==> config.mk <==
export PLATFORM = sky130hd
export DESIGN_NAME = clk_handoff
export DESIGN_NICKNAME = d
export VERILOG_FILES = /design/src/rtl/clk_handoff_pkg.sv /design/src/rtl/clk_handoff_sync_fifo.sv /design/src/rtl/clk_handoff.sv
export SDC_FILE = /design/constraint.sdc
export NUM_CORES = 1
export LEC_CHECK = 0
export BUFFER_PORTS_ARGS = -buffer_cell sky130_fd_sc_hd__buf_2
export CORE_ASPECT_RATIO = 1.5
export CORE_MARGIN = 5
export CORE_UTILIZATION = 61
export CTS_CLUSTER_SIZE = 16
export DETAILED_ROUTE_END_ITERATION = 8
export PLACE_DENSITY = 0.9
export SLEW_MARGIN = 20
export SYNTH_ARGS = -nofsm -noshare
export SYNTH_HDL_FRONTEND = slang
export SYNTH_SLANG_ARGS = --single-unit
==> constraint.sdc <==
create_clock -name clk -period 4.4 [get_ports clk]
set_clock_uncertainty 0.05 [all_clocks]
set_input_delay 0.44 -clock clk [delete_from_list [all_inputs] [get_ports clk]]
set_output_delay 0.44 -clock clk [all_outputs]
set_load 0.02 [all_outputs]
==> src/rtl/clk_handoff_pkg.sv <==
// Shared constants and helpers for the clk_handoff fast-to-slow word handoff.
package clk_handoff_pkg;

  localparam int DATA_W_DEF = 8;
  localparam int DEPTH_DEF  = 4;

  // Ceiling log2. Used for FIFO pointer widths.
  function automatic int ptr_w(input int depth);
    int w;
    w = 0;
    while ((1 << w) < depth) w++;
    return w;
  endfunction

endpackage

==> src/rtl/clk_handoff_sync_fifo.sv <==
// Single-clock FIFO used by clk_handoff: storage, wrapping pointers and occupancy count.
module sync_fifo
  import clk_handoff_pkg::*;
#(
  parameter int DATA_W = DATA_W_DEF,
  parameter int DEPTH  = DEPTH_DEF
) (
  input  logic              clk,
  input  logic              rst,
  input  logic              push,
  input  logic [DATA_W-1:0] push_data,
  input  logic              pop,
  output logic [DATA_W-1:0] head_data,
  output logic              empty,
  output logic              full
);

  localparam int AW = ptr_w(DEPTH);

  if (DEPTH < 2 || (DEPTH & (DEPTH - 1)) != 0) begin : g_bad_depth
    $error("sync_fifo: DEPTH must be a power of two and at least 2");
  end

  logic [DATA_W-1:0] mem [DEPTH];
  logic [AW-1:0]     wr_ptr, rd_ptr;
  logic [AW:0]       count;
  logic              push_ok, pop_ok;

  assign full      = (count == (AW+1)'(DEPTH));
  assign empty     = (count == '0);
  assign push_ok   = push & ~full;
  assign pop_ok    = pop & ~empty;
  assign head_data = mem[rd_ptr];

  // Storage is not reset; pointer reset is what discards queued words.
  always_ff @(posedge clk) begin
    if (push_ok) mem[wr_ptr] <= push_data;
  end

  always_ff @(posedge clk) begin
    if (rst) begin
      wr_ptr <= '0;
      rd_ptr <= '0;
      count  <= '0;
    end else begin
      if (push_ok) wr_ptr <= wr_ptr + AW'(1);
      if (pop_ok)  rd_ptr <= rd_ptr + AW'(1);
      case ({push_ok, pop_ok})
        2'b10:   count <= count + (AW+1)'(1);
        2'b01:   count <= count - (AW+1)'(1);
        default: count <= count;
      endcase
    end
  end

endmodule

==> src/rtl/clk_handoff.sv <==
// Hands words from the fast clk domain to a slow clock sampled as data; outputs change on its falling edge.
// Define CLK_HANDOFF_SYNC_EN to pass clk_slow through a two-flop synchronizer first.
module clk_handoff
  import clk_handoff_pkg::*;
#(
  parameter int DATA_W = DATA_W_DEF,
  parameter int DEPTH  = DEPTH_DEF
) (
  input  logic              clk,
  input  logic              rst,
  input  logic              clk_slow,
  input  logic              in_valid,
  input  logic [DATA_W-1:0] in_data,
  output logic              in_ready,
  output logic              out_valid,
  output logic [DATA_W-1:0] out_data,
  output logic              overflow
);

  logic              slow_s, slow_q, fall;
  logic              fifo_empty, fifo_full, pop;
  logic [DATA_W-1:0] head_data;

`ifdef CLK_HANDOFF_SYNC_EN
  logic [1:0] sync_pipe;

  always_ff @(posedge clk) begin
    if (rst) sync_pipe <= '0;
    else     sync_pipe <= {sync_pipe[0], clk_slow};
  end

  assign slow_s = sync_pipe[1];
`else
  // Only valid when clk_slow is generated synchronously to clk.
  assign slow_s = clk_slow;
`endif

  always_ff @(posedge clk) begin
    if (rst) slow_q <= 1'b0;
    else     slow_q <= slow_s;
  end

  assign fall     = slow_q & ~slow_s;
  assign pop      = fall & ~fifo_empty;
  assign in_ready = ~fifo_full;

  sync_fifo #(
    .DATA_W (DATA_W),
    .DEPTH  (DEPTH)
  ) u_fifo (
    .clk       (clk),
    .rst       (rst),
    .push      (in_valid),
    .push_data (in_data),
    .pop       (pop),
    .head_data (head_data),
    .empty     (fifo_empty),
    .full      (fifo_full)
  );

  // Updating only on fall keeps out_data stable across the next slow rising edge.
  always_ff @(posedge clk) begin
    if (rst) begin
      out_valid <= 1'b0;
      out_data  <= '0;
    end else if (fall) begin
      out_valid <= ~fifo_empty;
      if (!fifo_empty) out_data <= head_data;
    end
  end

  always_ff @(posedge clk) begin
    if (rst)                        overflow <= 1'b0;
    else if (in_valid && fifo_full) overflow <= 1'b1;
  end

endmodule

==> impl_metrics.sql, run 1 <==
INSERT INTO impl_metrics (metric_group, metric, value, unit) VALUES
('sta', 'finalSetupViolations', '0', ''),
('setup_path', 'crit_chain', 'nor2b_1 > nand2_1 > inv_1 > ha_1 > inv_1 > fa_1 > xor2_1 > or3_2 > a21oi_1', ''),
('synth', 'synth_warnings', '0', ''),
('cts', 'postCtsResizedCells', '0', ''),
('routing', 'vias', '1157', ''),
('cells_and_area', 'layout_overhead_on_the_synthesized_area', '10.06', '%'),
('sta', 'worst_slew_margin_rel', '40.18', '%'),
('sta', 'maxClockFrequency', '0.3764', 'GHz'),
('cts', 'cts-hold-fix-buffers', '0', ''),
('setup_path', 'critical_path.max_stage_delay', '560', 'ps'),
('cells_and_area', 'final_cell_area', '0.002203', 'mm2'),
('cts', 'cts_root_buffer', 'clkbuf_8', ''),
('synth', 'synthesis.area', '0.002002', 'mm2'),
('placed_design', 'dpl-instance-area', '0.002113', 'mm2'),
('synth', 'synth.distinct_cells', '29', ''),
('cells_and_area', 'share_of_layout_cells_above_drive_strength_1', '24.07', '%'),
('global_routing', 'grt_first_pass_wirelength', '5685', 'um'),
('setup_path', 'crit_path_start', 'slow_q$_SDFF_PP0_', ''),
('cts', 'tritoncts', 'yes', ''),
('setup_path', 'worst-path-max-fanout', '10', ''),
('die', 'die_h', '80.16', 'um'),
('sta', 'final.setup.worst_slack', '1743', 'ps'),
('synth', 'mappedNetlistNets', '159', ''),
('cells_and_area', 'design.final.nets', '179', ''),
('cells_and_area', 'final_cell_mix', 'edfxtp_1 (32), buf_2 (22), dfxtp_1 (18), a21oi_1 (14)', ''),
('cts', 'post-cts-setup-buffers', '0', ''),
('synth', 'synthCells', '141', ''),
('synth', 'synth_largest_type_area_fraction', '48.00', '%'),
('global_routing', 'grt_util_all_layers', '16.97', '%'),
('cells_and_area', 'antenna_cells_inserted', '0', ''),
('synth', 'number_of_synthesized_flops_with_an_enable_pin', '32', ''),
('cts', 'ctsLongestPathBuffers', '2', ''),
('placed_design', 'gpl.final_weighted_congestion', '0.7664', ''),
('synth', 'avgSynthCellArea', '14.20', 'um2'),
('sta', 'post-route-period-util', '60.38', '%'),
('setup_path', 'worstReg2RegStart', 'slow_q$_SDFF_PP0_', ''),
('setup_path', 'cp_common_cell', 'inv_1', ''),
('sta', 'maxSlewViolCount', '0', ''),
('synth', 'ys_seq_elements', '50', ''),
('routing', 'post_drt_via_cell_ratio', '5.728', ''),
('setup_path', 'slowest_stage', 'nor2b_1', ''),
('sta', 'setup_tns', '0', 'ps'),
('routing', 'initialDrtViolationCount', '24', ''),
('routing', 'route.final.wire_length', '3355', 'um'),
('synth', 'synth-seq-area-share', '66.00', '%'),
('die', 'design.die.area', '0.004551', 'mm2'),
('placed_design', 'portBuffers', '22', ''),
('sta', 'layout_min_cycle_time', '2657', 'ps'),
('min_path', 'min_path_type', 'input port to register', ''),
('global_routing', 'grt_pass1_vias', '1228', ''),
('die', 'std_cell_rows', '25', ''),
('synth', 'yosys.area.top_type', 'edfxtp_1', ''),
('setup_path', 'critical_path.startpoint_type', 'register', ''),
('global_routing', 'global_route_congestion_overflow_total', '0', ''),
('cts', 'cts_sinks', '50', ''),
('cells_and_area', 'layout.cells.most_common', 'edfxtp_1', ''),
('power_and_ir_drop', 'p_leak', '0.7917', 'nW'),
('sta', 'rsz_0062_raised_after_global_routing', 'false', ''),
('synth', 'yosys_most_used_dff', 'edfxtp_1', ''),
('run', 'cap_violations', '0', ''),
('power_and_ir_drop', 'worst_ir_drop_vdd', '0.0002539', 'V'),
('cts', 'clock_tree.htree_level_count', '2', ''),
('synth', 'synth_async_sr_flop_share', '0', '%'),
('power_and_ir_drop', 'power_density_normalized_to_cell_area', '397.4', 'mW/mm2'),
('min_path', 'hp-start', 'in_data[7]', ''),
('power_and_ir_drop', 'total_power', '0.8755', 'mW'),
('global_routing', 'grt_start_max_net_pins', '20', ''),
('sta', 'timing_worst_slew_pin_value', '890.4', 'ps'),
('global_routing', 'grt_antenna_before_repair', '0', ''),
('outcome', 'run_status', 'complete, no violations', ''),
('cts', 'reg_clk_slew_reported_paths', '90', 'ps');
cell families (layout without fill, tap and decap cells):
family,count (synthesis),after routing,synth area share [%]
AOI/OAI and AO/OA,29,29,8.375
muxes,8,8,9.000
and+or+nand+nor,30,30,7.875
buffers and inverters,16,37,3.750
adders and majority gates,6,6,4.125
DFF,50,50,66.00
xor gates and xnor gates,2,2,0.8752
routing by layer:
metal | wire, um | track usage, %
met3 | 146 | 4.662
met4 | 87 | 8.353
met5 | 0 | 0
met2 | 1804 | 29.17
met1 | 1317 | 19.25
registers in the layout (all words and copies together) (netlist names):
signal / cells
u_fifo.count: 3
overflow: 1
u_fifo.wr_ptr: 2
out_data: 8
slow_q: 1
u_fifo.rd_ptr: 2
u_fifo.mem: 32
out_valid: 1
cell usage after synthesis (2+ instances only):
master     n
a21o_1     2
a21oi_1   14
and3_1     4
buf_2      2
clkbuf_1   3
dfxtp_1   18
edfxtp_1  32
ha_1       5
inv_1      7
mux4_2     8
nand2_1    3
nand3_1   10
nor2_1     5
nor2b_1    2
o21ai_0   10
or3_1      2
xor2_1     2
area by class of cell:
class / count / area (um2)
clock buffers: 5 / 68.82
clock inverters: 3 / 21.27
fillers: 220 / 955.9
inverters: 7 / 26.28
multi-input cells: 75 / 605.6
flip-flops and latches: 50 / 1321
well taps: 40 / 50.05
repair buffers: 22 / 110.1
where the power goes:
group          leakage, nW  switching (mW)  internal (mW)
clock network       0.0458           0.145          0.112
registers            0.440          0.0122          0.521
logic                0.306          0.0546         0.0314
total                0.792           0.211          0.664
path summary, 6_finish.rpt:
check                                       to  slack, ps  depth (start not counted)
setup / recovery  u_fifo.count[2]$_SDFFE_PP0P_       1740                          9
hold / removal      u_fifo.mem[0][7]$_DFFE_PP_        310                          1
setup reg to reg  u_fifo.count[2]$_SDFFE_PP0P_       1740                          9
hold reg to reg         out_valid$_SDFFE_PP0N_        420                          2
through the flow:
step	hold slack, ps	cells	util, %
floorplan	437.2	141	-
global placement	396.3	194	66.89
detailed placement	405.5	194	66.89
CTS	293.4	202	69.74
global route	293.0	202	69.74
finish	308.9	202	69.74
worst max-delay path: cells and delay by family, from the launching register on:
family	cells	cell delay, ps
DFF	1	330
adders and majority gates	2	570
AOI/OAI and AO/OA	1	160
xor gates and xnor gates	1	170
and+or+nand+nor	3	1120
buffers and inverters	2	190
Power figures use the tool's default switching activity.
==> run 2, diff against run 1 <==
Settings changed: CORE_UTILIZATION 61 to 56, PLACE_DENSITY 0.9 to 0.84.
Clock period 4.4 ns to 2.7 ns, I/O delays scaled along.
==> run 2 against run 1 <==
First-iteration DRC count increased by 38%. Clock power increased by 97%. Setup slack got worse by 1600 ps. Fmax increased by 5.8%. Power increased by 73%. Critical path type unchanged. Critical endpoint unchanged. Highest routed layer unchanged.
==> impl_metrics.sql, run 2 (synthesis gave the netlist of run 1 again) <==
INSERT INTO impl_metrics (metric_group, metric, value, unit) VALUES
('routing', 'postRouteAntennaNets', '0', ''),
('cts', 'clk-insertion-delay-late', '300', 'ps'),
('sta', 'worst_slew_margin_rel', '40.68', '%'),
('routing', 'initialDrtViolationCount', '33', ''),
('cts', 'clock_tree.htree_level_count', '2', ''),
('routing', 'detail_route.drc_violations', '0', ''),
('power_and_ir_drop', 'total_power', '1.516', 'mW'),
('sta', 'hold_viol', '0', ''),
('setup_path', 'crit_required', '2890', 'ps'),
('die', 'std_cell_rows', '26', ''),
('power_and_ir_drop', 'power_density_normalized_to_cell_area', '679.1', 'mW/mm2'),
('die', 'i_o_pins', '23', ''),
('setup_path', 'cp_num_buf_inv', '1', ''),
('outcome', 'run_status', 'complete, no violations', ''),
('sta', 'timing_worst_slew_pin_value', '883.0', 'ps'),
('run', 'cap_violations', '0', ''),
('global_routing', 'globalRouteMet3Util', '3.727', '%'),
('placed_design', 'numPlacedInstances', '197', ''),
('cells_and_area', 'final_util', '64.73', '%'),
('placed_design', 'dpl-instance-area', '0.002123', 'mm2'),
('die', 'initial_utilization', '58.06', '%'),
('setup_path', 'timing.critical_path.to_type', 'register', ''),
('routing', 'route.final.wire_length', '3318', 'um'),
('sta', 'post-route-period-util', '93.02', '%'),
('routing', 'post_drt_via_cell_ratio', '5.693', ''),
('sta', 'maxSlewViolCount', '0', ''),
('cts', 'cts-hold-fix-buffers', '0', ''),
('global_routing', 'grt_start_max_net_pins', '20', ''),
('sta', 'finalSetupViolations', '0', ''),
('sta', 'rsz_0062_raised_after_global_routing', 'false', ''),
('cells_and_area', 'top_regs', 'u_fifo.mem (32), out_data (8), u_fifo.count (3)', ''),
('global_routing', 'grt_util_all_layers', '15.44', '%'),
('cells_and_area', 'register_with_the_most_flip_flops', 'u_fifo.mem', ''),
('setup_path', 'critical_path.startpoint_type', 'register', ''),
('setup_path', 'worst-path-max-fanout', '10', ''),
('cells_and_area', 'antenna_cells_inserted', '0', ''),
('cts', 'ctsLongestPathBuffers', '2', ''),
('setup_path', 'setup.worst_path.class', 'register to register', ''),
('die', 'chipWidth', '58.82', 'um'),
('power_and_ir_drop', 'worst_ir_drop_vdd', '0.0005333', 'V'),
('global_routing', 'groute.layer.met2.usage', '24.65', '%'),
('cells_and_area', 'post_layout_nonfiller_instances', '205', ''),
('setup_path', 'critical_path.max_stage_delay', '510', 'ps'),
('global_routing', 'm1_gr_usage', '19.79', '%'),
('setup_path', 'slowest_stage', 'or3b_1', ''),
('global_routing', 'global_route_congestion_overflow_total', '0', ''),
('cts', 'post-cts-setup-buffers', '0', ''),
('cts', 'clock_buffers_created_by_tritoncts', '5', ''),
('routing', 'drt-wirelength-per-cell', '16.19', 'um'),
('min_path', 'min_path_type', 'input port to register', ''),
('placed_design', 'portBuffers', '22', ''),
('setup_path', 'cp_top_family', 'simple AND/OR/NAND/NOR gates', ''),
('cts', 'postCtsResizedCells', '0', ''),
('die', 'core_area', '0.003448', 'mm2'),
('routing', 'vias', '1167', ''),
('sta', 'layout_min_cycle_time', '2511', 'ps'),
('die', 'die_h', '83.23', 'um'),
('global_routing', 'grt_pass1_vias', '1215', ''),
('cts', 'cts_root_buffer', 'clkbuf_8', ''),
('global_routing', 'grt_first_pass_wirelength', '5713', 'um'),
('placed_design', 'dp.final_hpwl', '2377', 'um'),
('setup_path', 'worst-endpoint-arrival', '2700', 'ps'),
('cells_and_area', 'share_of_layout_cells_above_drive_strength_1', '25.15', '%'),
('die', 'design.die.area', '0.004895', 'mm2'),
('cts', 'reg_clk_slew_reported_paths', '90', 'ps'),
('cts', 'tritoncts', 'yes', ''),
('power_and_ir_drop', 'p_leak', '0.8091', 'nW'),
('global_routing', 'grt_busiest_layer', 'met2', ''),
('cells_and_area', 'final_cell_area', '0.002232', 'mm2'),
('cells_and_area', 'layout.cells.most_common', 'edfxtp_1', ''),
('sta', 'maxClockFrequency', '0.3982', 'GHz'),
('routing', 'drt-pass1-iter-count', '4', ''),
('cts', 'cts_sinks', '50', ''),
('global_routing', 'grt_antenna_before_repair', '0', ''),
('sta', 'setup_tns', '0', 'ps'),
('setup_path', 'crit_chain', 'or3b_1 > nand2_1 > ha_1 > inv_1 > fa_1 > xor2_1 > or3_2 > a21oi_1', ''),
('cells_and_area', 'design.final.nets', '180', ''),
('cells_and_area', 'layout_overhead_on_the_synthesized_area', '11.50', '%'),
('placed_design', 'gpl.final_weighted_congestion', '0.7541', ''),
('cells_and_area', 'largest_register_ff_count', '32', ''),
('cells_and_area', 'final_cell_mix', 'edfxtp_1 (32), buf_2 (22), dfxtp_1 (18), a21oi_1 (14)', '');
run 2: power by group:
group	internal (mW)	leakage (nW)	switching, mW
clock	0.273	0.0579	0.235
combinational	0.0522	0.311	0.0889
sequential	0.849	0.440	0.0192
run 2: worst reg2reg max path: stages, from the launching register on:
cell,delay [ps]
dfxtp_1,420
or3b_1,510
nand2_1,120
ha_1,190
inv_1,70
fa_1,370
xor2_1,160
or3_2,400
a21oi_1,160
run 2: layout make-up:
cell class	instances	area [um2]
clock buffer	5	68.82
clock inverter	3	40.04
fill	272	1216
inverter	7	26.28
multi-input combinational	75	605.6
sequential	50	1321
tap	42	52.55
timing repair buffer	23	117.6
run 2: path summary, 6_finish.rpt:
check                          startpoint                      endpoint  slack (ps)  cells after the start
max          u_fifo.count[2]$_SDFFE_PP0P_  u_fifo.count[2]$_SDFFE_PP0P_         190                      8
min                            in_data[3]    u_fifo.mem[0][3]$_DFFE_PP_         130                      1
max reg2reg  u_fifo.count[2]$_SDFFE_PP0P_  u_fifo.count[2]$_SDFFE_PP0P_         190                      8
min reg2reg        out_valid$_SDFFE_PP0N_        out_valid$_SDFFE_PP0N_         420                      2
run 2: stage by stage:
step	hold WS (ps)	worst slack [ps]
3_3_place_gp	398.1	362.6
5_1_grt	124.5	59.94
2_1_floorplan	318.9	373.4
4_1_cts	120.4	208.4
3_5_place_dp	408.0	235.5
6_report	133.4	188.5
run 2: metal layers:
layer  wire length [um]  part of all wire (%)
met1               1379                    42
met2               1704                    51
met5                  0                     0
met3                178                   5.4
met4                 55                   1.7
==> run 3, diff against run 2 <==
Settings changed: CORE_UTILIZATION 56 to 57, PLACE_DENSITY 0.84 to 0.85, SYNTH_HIERARCHICAL from default to 1.
==> run 3 against run 2 <==
Setup slack gained 99 ps. Worst hold slack lost 11 ps. Cell area grew 7.7%. Sequential cell count grew 2. Via count shrank 2.1%. Final cell count grew 2.9%. Routed wire length shrank 3.4%. Clock power shrank 16%. Sequential share of layout area shrank 2.6 points. Combinational power shrank 18%. Power shrank 5.2%. Sequential power grew 3.1%. Critical path type unchanged. Largest cell class unchanged. Largest power group unchanged.
==> impl_metrics.sql, run 3 <==
INSERT INTO impl_metrics (metric_group, metric, value, unit) VALUES
('outcome', 'run_status', 'complete, no violations', ''),
('setup_path', 'worst-path-max-fanout', '5', ''),
('run', 'cap_violations', '0', ''),
('routing', 'drt-wirelength-per-cell', '15.19', 'um'),
('cts', 'cts_root_buffer', 'clkbuf_8', ''),
('synth', 'number_of_synthesized_flops_with_an_enable_pin', '32', ''),
('sta', 'finalSetupViolations', '0', ''),
('routing', 'vias', '1142', ''),
('setup_path', 'setup.worst_path.class', 'register to register', ''),
('power_and_ir_drop', 'p_leak', '0.8872', 'nW'),
('min_path', 'min_path_type', 'input port to register', ''),
('cells_and_area', 'final_cell_mix', 'edfxtp_1 (32), buf_2 (22), dfxtp_1 (20), nand2b_1 (11), inv_1 (10)', ''),
('synth', 'yosys.area.top_type', 'edfxtp_1', ''),
('die', 'std_cell_rows', '27', ''),
('global_routing', 'grt_antenna_before_repair', '0', ''),
('routing', 'wl_met1', '1213', 'um'),
('power_and_ir_drop', 'power_density_normalized_to_cell_area', '597.7', 'mW/mm2'),
('die', 'design.die.area', '0.005214', 'mm2'),
('cts', 'cts-hold-fix-buffers', '0', ''),
('cts', 'post-cts-setup-buffers', '0', ''),
('synth', 'synth_warnings', '6', ''),
('synth', 'yosys-top-cells-count', 'edfxtp_1 (32), dfxtp_1 (20), nand2b_1 (11)', ''),
('die', 'die_h', '85.98', 'um'),
('cts', 'ctsLongestPathBuffers', '2', ''),
('sta', 'post-route-period-util', '89.36', '%'),
('cts', 'clock_tree.htree_level_count', '2', ''),
('synth', 'ys_seq_elements', '52', ''),
('cells_and_area', 'layout_overhead_on_the_synthesized_area', '9.584', '%'),
('placed_design', 'dp.final_hpwl', '2348', 'um'),
('cts', 'reg_clk_slew_reported_paths', '90', 'ps'),
('routing', 'drt-pass1-iter-count', '4', ''),
('synth', 'synth-seq-area-share', '62.07', '%'),
('die', 'initial_utilization', '59.57', '%'),
('synth', 'synthCells', '143', ''),
('sta', 'layout_min_cycle_time', '2413', 'ps'),
('routing', 'route.met3.wl', '151', 'um'),
('cells_and_area', 'top_regs', 'u_fifo/mem (32), out_data (8), u_fifo/count (3)', ''),
('sta', 'hold_viol', '0', ''),
('synth', 'yosys_most_used_dff', 'edfxtp_1', ''),
('cells_and_area', 'share_of_layout_cells_above_drive_strength_1', '30.95', '%'),
('synth', 'synth_async_sr_flop_share', '0', '%'),
('global_routing', 'global_route_congestion_overflow_total', '0', ''),
('routing', 'detail_route.drc_violations', '0', ''),
('die', 'core_area', '0.003682', 'mm2'),
('cells_and_area', 'register_with_the_most_flip_flops', 'u_fifo/mem', ''),
('setup_path', 'worst-endpoint-arrival', '2590', 'ps'),
('cells_and_area', 'multi_input_area', '744.5', 'um2'),
('synth', 'synth_most_common_cell', 'edfxtp_1', ''),
('sta', 'maxClockFrequency', '0.4145', 'GHz'),
('global_routing', 'grt_first_pass_wirelength', '5285', 'um'),
('routing', 'routed-wl-met2', '1766', 'um'),
('routing', 'post_drt_via_cell_ratio', '5.412', ''),
('die', 'i_o_pins', '23', ''),
('placed_design', 'dpl-instance-area', '0.002315', 'mm2'),
('sta', 'rsz_0062_raised_after_global_routing', 'false', ''),
('cts', 'postCtsResizedCells', '0', ''),
('cells_and_area', 'register_area', '0.001361', 'mm2'),
('cts', 'cts_sinks', '52', ''),
('placed_design', 'gpl.final_weighted_congestion', '0.7318', ''),
('setup_path', 'critical_path.startpoint_type', 'register', ''),
('sta', 'worst_slew_margin_rel', '63.38', '%'),
('synth', 'synth.distinct_cells', '27', ''),
('setup_path', 'timing.reg2reg.setup_slack', '290', 'ps'),
('synth', 'avgSynthCellArea', '15.34', 'um2'),
('cts', 'clock_buffers_created_by_tritoncts', '5', ''),
('sta', 'maxSlewViolCount', '0', ''),
('die', 'chipWidth', '60.65', 'um'),
('synth', 'synthesis.area', '0.002193', 'mm2'),
('routing', 'top_layer', 'met4', ''),
('setup_path', 'timing.critical_path.to_type', 'register', ''),
('power_and_ir_drop', 'total_power', '1.437', 'mW'),
('cells_and_area', 'fillCellCount', '258', ''),
('synth', 'synth_largest_type_area_fraction', '43.81', '%'),
('routing', 'route.final.wire_length', '3205', 'um'),
('placed_design', 'portBuffers', '22', ''),
('power_and_ir_drop', 'worst_ir_drop_vdd', '0.0006368', 'V'),
('routing', 'initialDrtViolationCount', '30', ''),
('cts', 'tritoncts', 'yes', ''),
('cells_and_area', 'largest_register_ff_count', '32', ''),
('cts', 'clk-insertion-delay-late', '300', 'ps'),
('cells_and_area', 'design.final.nets', '185', ''),
('synth', 'yosys-top-cells-area', 'edfxtp_1 (44%), dfxtp_1 (18%), mux4_2 (8.2%)', ''),
('cells_and_area', 'layout.cells.most_common', 'edfxtp_1', ''),
('cells_and_area', 'final_cell_area', '0.002404', 'mm2'),
('cells_and_area', 'antenna_cells_inserted', '0', ''),
('setup_path', 'crit_required', '2880', 'ps'),
('sta', 'setup_tns', '0', 'ps'),
('routing', 'postRouteAntennaNets', '0', ''),
('global_routing', 'grt_pass1_vias', '1191', ''),
('global_routing', 'grt_start_max_net_pins', '29', ''),
('sta', 'timing_worst_slew_pin_value', '548.5', 'ps'),
('global_routing', 'grt_util_all_layers', '14.20', '%'),
('synth', 'mappedNetlistNets', '161', '');
==> run 3: changes by cell type after synthesis, sizes merged, moves of 3 or more <==
cell,previous run,this run
a21oi,14,5
and2,0,4
and3,4,0
clkbuf,4,0
inv,7,10
mux2i,0,9
nand2b,1,18
nand3,10,0
o21ai,10,3
==> run 3: worst paths after layout <==
check                                                    end  depth (start not counted)                    startpoint
worst min-delay path              u_fifo/mem[3][0]$_DFFE_PP_                          1                    in_data[0]
worst min register to register        out_valid$_SDFFE_PP0P_                          2        out_valid$_SDFFE_PP0P_
worst max-delay path            u_fifo/count[2]$_SDFFE_PP0P_                         10  u_fifo/count[0]$_SDFFE_PP0P_
worst max register to register  u_fifo/count[2]$_SDFFE_PP0P_                         10  u_fifo/count[0]$_SDFFE_PP0P_
==> run 3: critical path, stage by stage (launching register included) <==
cell and delay (ps):
dfxtp_1 460, nor3_2 100, nor3b_2 260, o31ai_2 130, inv_1 80, ha_1 170
inv_1 60, fa_1 370, xor2_1 170, or3_1 310, a21oi_1 180
==> run 3: layout make-up <==
type / instances / area share (%)
Multi-Input combinational cell: 75 / 30.97
Sequential cell: 52 / 56.64
Inverter: 10 / 1.562
Timing Repair Buffer: 23 / 4.893
Clock buffer: 6 / 3.019
Tap cell: 43 / 2.238
Clock inverter: 2 / 0.6767
==> run 3: per-layer routing <==
metal	global-route usage, %	up-vias
li1	-	551
met1	14.80	558
met2	24.93	25
met3	4.066	8
met4	7.101	0
met5	0	-
==> run 3: logic make-up (layout without fill, tap and decap cells) <==
group / Yosys count / count (layout) / synth area share, %
XOR/XNOR: 3 / 3 / 1.198
AO/OA/AOI/OAI: 10 / 10 / 2.966
adder cells (fa/ha/maj): 6 / 6 / 3.765
multiplexers: 17 / 17 / 12.32
buffers and inverters: 16 / 41 / 3.993
flip-flops: 52 / 52 / 62.06
AND/OR/NAND/NOR: 39 / 39 / 13.69
==> run 3: stage by stage <==
step	util, %	std cells	setup WS, ps	hold slack [ps]
2_1_floorplan	-	143	442.2	318.9
3_3_place_gp	62.86	203	517.7	395.2
3_5_place_dp	62.86	203	312.8	402.3
4_1_cts	65.27	211	287.9	113.3
5_1_grt	65.27	211	146.0	108.3
6_report	65.27	211	287.3	122.5
==> run 3: where the power goes <==
part	leakage (nW)	internal, mW	switching (mW)
clock network	0.0414	0.184	0.241
logic	0.390	0.0539	0.0619
registers	0.456	0.875	0.0200
